### src/rtl/debounce_multi_if.sv
// ============================================================================
// Module   : debounce_multi_if
// Brief    : Bundle of raw inputs and debounced levels/strobes for debounce_multi
// Revision : 1.0 - initial release
// ============================================================================
`default_nettype none

interface debounce_multi_if #(
    parameter int CHANNELS = 4
);
    logic [CHANNELS-1:0] inp;
    logic [CHANNELS-1:0] outp;
    logic [CHANNELS-1:0] rise;
    logic [CHANNELS-1:0] fall;
    logic                any_edge;

    modport master (
        output inp,
        input  outp,
        input  rise,
        input  fall,
        input  any_edge
    );

    modport slave (
        input  inp,
        output outp,
        output rise,
        output fall,
        output any_edge
    );
endinterface

`default_nettype wire

### src/rtl/debounce_multi.sv
// ============================================================================
// Module   : debounce_multi
// Brief    : Multi-channel input debouncer with synchroniser and edge strobes
// Revision : 1.0 - initial release
// ============================================================================
`default_nettype none

module debounce_multi #(
    parameter int CHANNELS    = 4,
    parameter int STABLE_CNT  = 50000,
    parameter int CNT_W       = 16,
    parameter int SYNC_STAGES = 2,
    parameter bit RESET_VALUE = 1'b0
) (
    input  logic             clk,
    input  logic             clr_n,
    debounce_multi_if.slave  bus
);

    localparam logic [CNT_W-1:0] c_cnt_last = CNT_W'(STABLE_CNT - 1);

    logic [SYNC_STAGES-1:0] r_sync [CHANNELS];
    logic [CNT_W-1:0]       r_cnt  [CHANNELS];
    logic [CHANNELS-1:0]    r_outp;
    logic [CHANNELS-1:0]    r_rise;
    logic [CHANNELS-1:0]    r_fall;
    logic                   r_any_edge;

    logic [CHANNELS-1:0]    w_s;
    logic [CHANNELS-1:0]    w_diff;
    logic [CHANNELS-1:0]    w_accept;

    for (genvar i = 0; i < CHANNELS; i++) begin : g_ch
        assign w_s[i]      = r_sync[i][SYNC_STAGES-1];
        assign w_diff[i]   = w_s[i] ^ r_outp[i];
        assign w_accept[i] = w_diff[i] && (r_cnt[i] == c_cnt_last);

        // Any matching cycle throws away accumulated progress.
        always_ff @(posedge clk) begin
            if (!clr_n) begin
                r_sync[i] <= {SYNC_STAGES{RESET_VALUE}};
                r_cnt[i]  <= '0;
            end else begin
                r_sync[i] <= {r_sync[i][SYNC_STAGES-2:0], bus.inp[i]};
                if (!w_diff[i] || w_accept[i]) begin
                    r_cnt[i] <= '0;
                end else begin
                    r_cnt[i] <= r_cnt[i] + 1'b1;
                end
            end
        end
    end

    always_ff @(posedge clk) begin
        if (!clr_n) begin
            r_outp     <= {CHANNELS{RESET_VALUE}};
            r_rise     <= '0;
            r_fall     <= '0;
            r_any_edge <= 1'b0;
        end else begin
            r_outp     <= r_outp ^ w_accept;
            r_rise     <= w_accept & w_s;
            r_fall     <= w_accept & ~w_s;
            r_any_edge <= |w_accept;
        end
    end

    assign bus.outp     = r_outp;
    assign bus.rise     = r_rise;
    assign bus.fall     = r_fall;
    assign bus.any_edge = r_any_edge;

endmodule

`default_nettype wire

### src/flat_wrapper.sv
// flat-port wrapper written by rule: the top's interface ports become plain ports
module debounce_multi_flat 
#(
    parameter int CHANNELS    = 4,
    parameter int STABLE_CNT  = 50000,
    parameter int CNT_W       = 16,
    parameter int SYNC_STAGES = 2,
    parameter bit RESET_VALUE = 1'b0
)
  (clk, clr_n, bus_inp, bus_outp, bus_rise, bus_fall, bus_any_edge);
  debounce_multi_if #(.CHANNELS(CHANNELS)) bus_i ();
  input  logic clk;
  input  logic clr_n;
  input wire logic [$bits(bus_i.inp)-1:0] bus_inp;
  output wire logic [$bits(bus_i.outp)-1:0] bus_outp;
  output wire logic [$bits(bus_i.rise)-1:0] bus_rise;
  output wire logic [$bits(bus_i.fall)-1:0] bus_fall;
  output wire logic [$bits(bus_i.any_edge)-1:0] bus_any_edge;
  assign bus_i.inp = bus_inp;
  assign bus_outp = bus_i.outp;
  assign bus_rise = bus_i.rise;
  assign bus_fall = bus_i.fall;
  assign bus_any_edge = bus_i.any_edge;
  debounce_multi #(.CHANNELS(CHANNELS), .STABLE_CNT(STABLE_CNT), .CNT_W(CNT_W), .SYNC_STAGES(SYNC_STAGES), .RESET_VALUE(RESET_VALUE)) u_core (.clk(clk), .clr_n(clr_n), .bus(bus_i));
endmodule
### config.mk
export PLATFORM = sky130hd
export DESIGN_NAME = debounce_multi_flat
export DESIGN_NICKNAME = d
export VERILOG_FILES = /design/src/rtl/debounce_multi_if.sv /design/src/rtl/debounce_multi.sv /design/src/flat_wrapper.sv
export SDC_FILE = /design/constraint.sdc
export NUM_CORES = 1
export LEC_CHECK = 0
export CORE_UTILIZATION = 45
export DETAILED_ROUTE_END_ITERATION = 8
export PLACE_DENSITY_LB_ADDON = 0.25
export SLEW_MARGIN = 20
export SYNTH_ARGS = -nofsm -noshare
export SYNTH_HDL_FRONTEND = slang
export SYNTH_SLANG_ARGS = --single-unit
### constraint.sdc
create_clock -name clk -period 2.1 [get_ports clk]
set_clock_uncertainty 0.2 [all_clocks]
set_input_delay 0.42 -clock clk [delete_from_list [all_inputs] [get_ports clk]]
set_output_delay 0.42 -clock clk [all_outputs]
set_load 0.02 [all_outputs]
# Word-level counts from Yosys, hierarchy flattened
# Memories as Yosys holds them, arrays and structs flattened.
# Cells that the tools add are included.
# classes
n_addsub	4
eq_ne	4
muxes	38
bitwise	20
reduce_logical	13
# op_table
operator	n
$mux 16	8
$add 16x1->16 const B	4
$eq 16x16->1 const B	4
$mux 1	26
$or 1x1->1	12
$and 4x4->4	2
$mux 2	4
$logic_and 1x1->1	4
$logic_not 1->1	4
$logic_or 1x1->1	4
$not 4->4	1
$reduce_or 4->1	1
$xor 1x1->1	4
$xor 4x4->4	1
# totals
regBits	13
ramBits	72
in_bits	6
output_inout_bits	13
wordCells	85
memories	2
# memory_table
name	words	word_bits	rd	rd_ports_with_merged_regs	wr	line_no	text
u_core.r_cnt	4	16	4	0	4	debounce_multi.sv:23	logic [CNT_W-1:0] r_cnt [CHANNELS];
u_core.r_sync	4	2	4	0	4	debounce_multi.sv:22	logic [SYNC_STAGES-1:0] r_sync [CHANNELS];

# Depth between registers and ports, before layout
# logic_depth
word_depth	8
ltp_mapped	6
depth_no_buf	5

# Least setup slack after synthesis
# Ideal clock, no wire load.
# synth_path
path_kind	reg2reg
start	memory u_core.r_cnt[0][11]
end	memory u_core.r_cnt[0][6], data pin
setup_time_ps	254
arrival_time_ps	1891
required_ps	1646
setup_slack_ps	-245
stages_incl_launch_ff	6
n_path_buf	1
period_less_slack_ps	2345
cell_sequence	edfxtp_1 -> or4_1 -> or4_4 -> nand3_1 -> buf_4 -> nor2_1
# synth_rtl
item	line_no
from (decl)	debounce_multi.sv:23

==> summary.md <==
| Metric | Value |
|---|---|
| Result of the run | finished with violations |
| Violations in the final reports | negative setup slack |
| Clock share of power | 37.2% |
| Area of the multi-input gates | 2150 sq um |
| Share of total power consumed by net switching | 21.7% |
| Sink Count | 85 |
| Die outline area | 9780 sq um |
| Final RePlAce weighted congestion | 0.910 |
| Classification of the worst setup path | flop to flop |
| Worst-Margin Slew | 570 ps |
| Gr usage total | 18.8% |
| Share of power burned in combinational logic | 6.0% |
| Synth async-reset ratio | 0% |
| Synth top cells by count | sky130_fd_sc_hd__nor2_1, sky130_fd_sc_hd__edfxtp_1, sky130_fd_sc_hd__xnor2_1 |
| Leading register cell type out of synthesis | sky130_fd_sc_hd__edfxtp_1 |
| Count of final hold-check violations | 0 |
| Clock transition at the registers of the reported paths | 80 ps |
| Number of I/O pins | 19 |
| Inserted Diodes | 0 |
| Buffers from clock root to sink, at most | 2 |
| Period utilization | 104% |
| Count of warnings emitted by yosys | 0 |
| Clock root buffer | sky130_fd_sc_hd__clkbuf_8 |
| Top achievable clock speed | 456 MHz |
| Post-placement cell area | 5050 sq um |
| Number of enable-type register cells in the synthesized netlist | 64 |
| Horiz. Die Dim | 98.9 um |
| Post-route worst hold slack | 241 ps |
| Largest net degree at the start of global routing | 17 |
| Power consumption | 3390 uW |
| Sw power | 735 uW |
| Half-perimeter wire length of the detailed placement result | 6.07 mm |
| Clock period minus final worst setup slack | 2190 ps |
| Total core area | 8890 sq um |
| Post-Syn Instances | 399 |
| Number of stages on the worst hold path | 1 |
| Worst Path Max Fanout | 8 |
| PortBufs | 18 |
| Total negative slack for setup checks | -1210 ps |
| Number of global-route vias before repair | 3139 |
| Area overhead of the layout relative to synthesis | 27.2% |
| DRT Pass-1 Iters | 4 |
| Fraction of final layout cells with drive strength greater than 1 | 15.1% |
| Clk Latency, worst-skew pair | 350 ps |
| Startpoint class of the critical path | flop |
| Total wire length after detailed routing | 8.56 mm |
| Design Area, Final | 5380 sq um |
| Cell internal pwr | 2650 uW |
| Path depth of the worst reg2reg path | 4 |
| Part of the total power dissipated in sequential elements | 56.8% |
| Worst vdd ir | 0.365 mV |
| Synthesis-stage register bit count | 85 |
| Count of final max-slew check failures | 0 |
| Leakage | 0.00190 uW |
| Number of fillers in the final layout | 769 |
| Leading area contributor after synthesis | sky130_fd_sc_hd__edfxtp_1 |
| DP Worst Slack | -147 ps |
| Worst EP required | 2010 ps |
| Average cell area after synthesis | 10.6 sq um |
| Hold buffer count at CTS | 0 |
| Aggregate global routing overflow | 0 |
| Starting Density | 47.5% |
| Number of standard-cell rows in the floorplan | 34 |
| Clock tree from TritonCTS | done |
| Final setup violating endpoints | 17 |
| Part of the Yosys area used for sequential elements | 55.4% |
| Unrepaired setup endpoints after global routing | yes |
| Routed via count divided by cell count | 5.09 |
| # H-tree levels | 3 |
| Final routed wire length divided by cell count | 13.4 um |
| Mapped Area | 4230 sq um |
| Min setup slack post-route | -90.7 ps |
| Relative slew margins | 61.8% |
| FF+latch area | 2340 sq um |
| Num CTS Buffers | 9 |
| Cell types with the largest area share after synthesis | sky130_fd_sc_hd__edfxtp_1, sky130_fd_sc_hd__dfxtp_1, sky130_fd_sc_hd__xnor2_1, sky130_fd_sc_hd__nor2_1, sky130_fd_sc_hd__nand3_1 |
| DRC violations left | 0 |
| Wire length of the first global-routing pass | 14.4 mm |
| Post-synthesis cell type count | 40 |
| Via count | 3240 |
| Antenna violations before repair | 0 |
| Die Y-Extent | 98.9 um |
| Area share of the largest cell type after synthesis | 45.5% |
| Number of nets in the layout | 534 |
| Antenna Violating Nets Remaining | 0 |
| Element type at the critical path end | flop |
| P per Cell Area | 630 nW/um^2 |
| Data arrival time of the worst path | 2100 ps |
| Classification of the worst-slack hold path | flop to flop |
| MaxCap Viol Count | 0 |
| Most repeated cell in the gate-level netlist after synthesis | sky130_fd_sc_hd__nor2_1 |
| Number of violations reported at the end of detailed-routing iteration 0 | 100 |
[critical path, cell delays in order, from the launching register on]
cell	delay, ps
sky130_fd_sc_hd__edfxtp_1	380
sky130_fd_sc_hd__or4b_1	530
sky130_fd_sc_hd__or4_4	620
sky130_fd_sc_hd__nand3_4	150
sky130_fd_sc_hd__nor2_1	70
[stage by stage]
step | instances | utilization (%)
2_1_floorplan | 462 | -
3_3_place_gp | 617 | 56.8
3_5_place_dp | 617 | 56.8
4_1_cts | 634 | 59.5
5_1_grt | 637 | 60.5
6_report | 637 | 60.5
[metal layers]
layer | track usage, % | share of wire (%) | vias up
li1 | - | - | 1633
met1 | 24.5 | 46 | 1525
met2 | 30.2 | 48 | 67
met3 | 2.84 | 3.5 | 15
met4 | 10.3 | 2.3 | 0
met5 | 0 | 0 | -
[sequential cells by signal, indices dropped and copies added, names as in the netlist, named ones only]
register             flops
u_core.r_cnt            64
u_core.r_sync            8
u_core.bus.fall          4
u_core.bus.rise          4
u_core.bus.any_edge      1
[kinds of logic (layout without fill, tap and decap cells)]
kind of cell	after synthesis	after routing	share of synthesized area (%)
simple gates	219	221	27.6
flops	85	85	55.4
xor+xnor	55	55	11.4
buf+inv	20	85	1.95
compound gates	12	12	1.63
fa+ha+maj	4	4	1.18
mux	3	3	0.711
other cells	1	64	0.0888
[cell type report]
class / instances / share of cell area (%)
well taps: 108 / 2.51
multi-input cells: 359 / 40.1
inverters: 13 / 0.908
clock buffers: 11 / 2.63
repair buffers: 56 / 8.94
clock inverters: 5 / 1.37
flip-flops and latches: 85 / 43.6
[power by group through the flow]
stage,clock network (uW),logic [uW],registers (uW)
floorplan,0,117,1950
global placement,0,183,1960
detailed placement,0,186,1960
CTS,1300,191,1920
global route,1350,229,1930
finish,1260,203,1920
[cell usage in the layout (no fill, tap or decap), types with 3 or more instances in the layout]
cell,n
sky130_fd_sc_hd__a21oi_1,5
sky130_fd_sc_hd__and2_1,10
sky130_fd_sc_hd__buf_4,37
sky130_fd_sc_hd__clkbuf_8,10
sky130_fd_sc_hd__clkdlybuf4s50_1,17
sky130_fd_sc_hd__conb_1,64
sky130_fd_sc_hd__dfxtp_1,21
sky130_fd_sc_hd__edfxtp_1,64
sky130_fd_sc_hd__ha_1,4
sky130_fd_sc_hd__inv_1,13
sky130_fd_sc_hd__mux2i_1,3
sky130_fd_sc_hd__nand2_1,24
sky130_fd_sc_hd__nand3_1,24
sky130_fd_sc_hd__nand3_4,4
sky130_fd_sc_hd__nand4_1,16
sky130_fd_sc_hd__nor2_1,60
sky130_fd_sc_hd__nor2_2,11
sky130_fd_sc_hd__nor3_1,15
sky130_fd_sc_hd__nor3b_1,3
sky130_fd_sc_hd__nor3b_2,3
sky130_fd_sc_hd__nor4_1,16
sky130_fd_sc_hd__nor4bb_1,3
sky130_fd_sc_hd__o31ai_1,3
sky130_fd_sc_hd__or2_2,3
sky130_fd_sc_hd__or3_1,6
sky130_fd_sc_hd__or4_1,4
sky130_fd_sc_hd__xnor2_1,41
sky130_fd_sc_hd__xor2_1,14
[path summary, 6_finish.rpt]
path / start / slack (ps) / to
hold reg to reg: u_core.r_sync[0][0] / 240 / u_core.r_sync[0][1]
hold / removal: u_core.r_sync[0][0] / 240 / u_core.r_sync[0][1]
setup reg to reg: u_core.r_cnt[3][11] / -90 / u_core.r_cnt[3][4]
setup / recovery: u_core.r_cnt[3][11] / -90 / u_core.r_cnt[3][4]
[repair_timing]
item	CTS	global route
cloned	1	1
buffers inserted	0	2
endpoints found under the setup margin	33	54
pin swaps	6	7
resized for setup	3	17
Power figures use the tool's default switching activity.
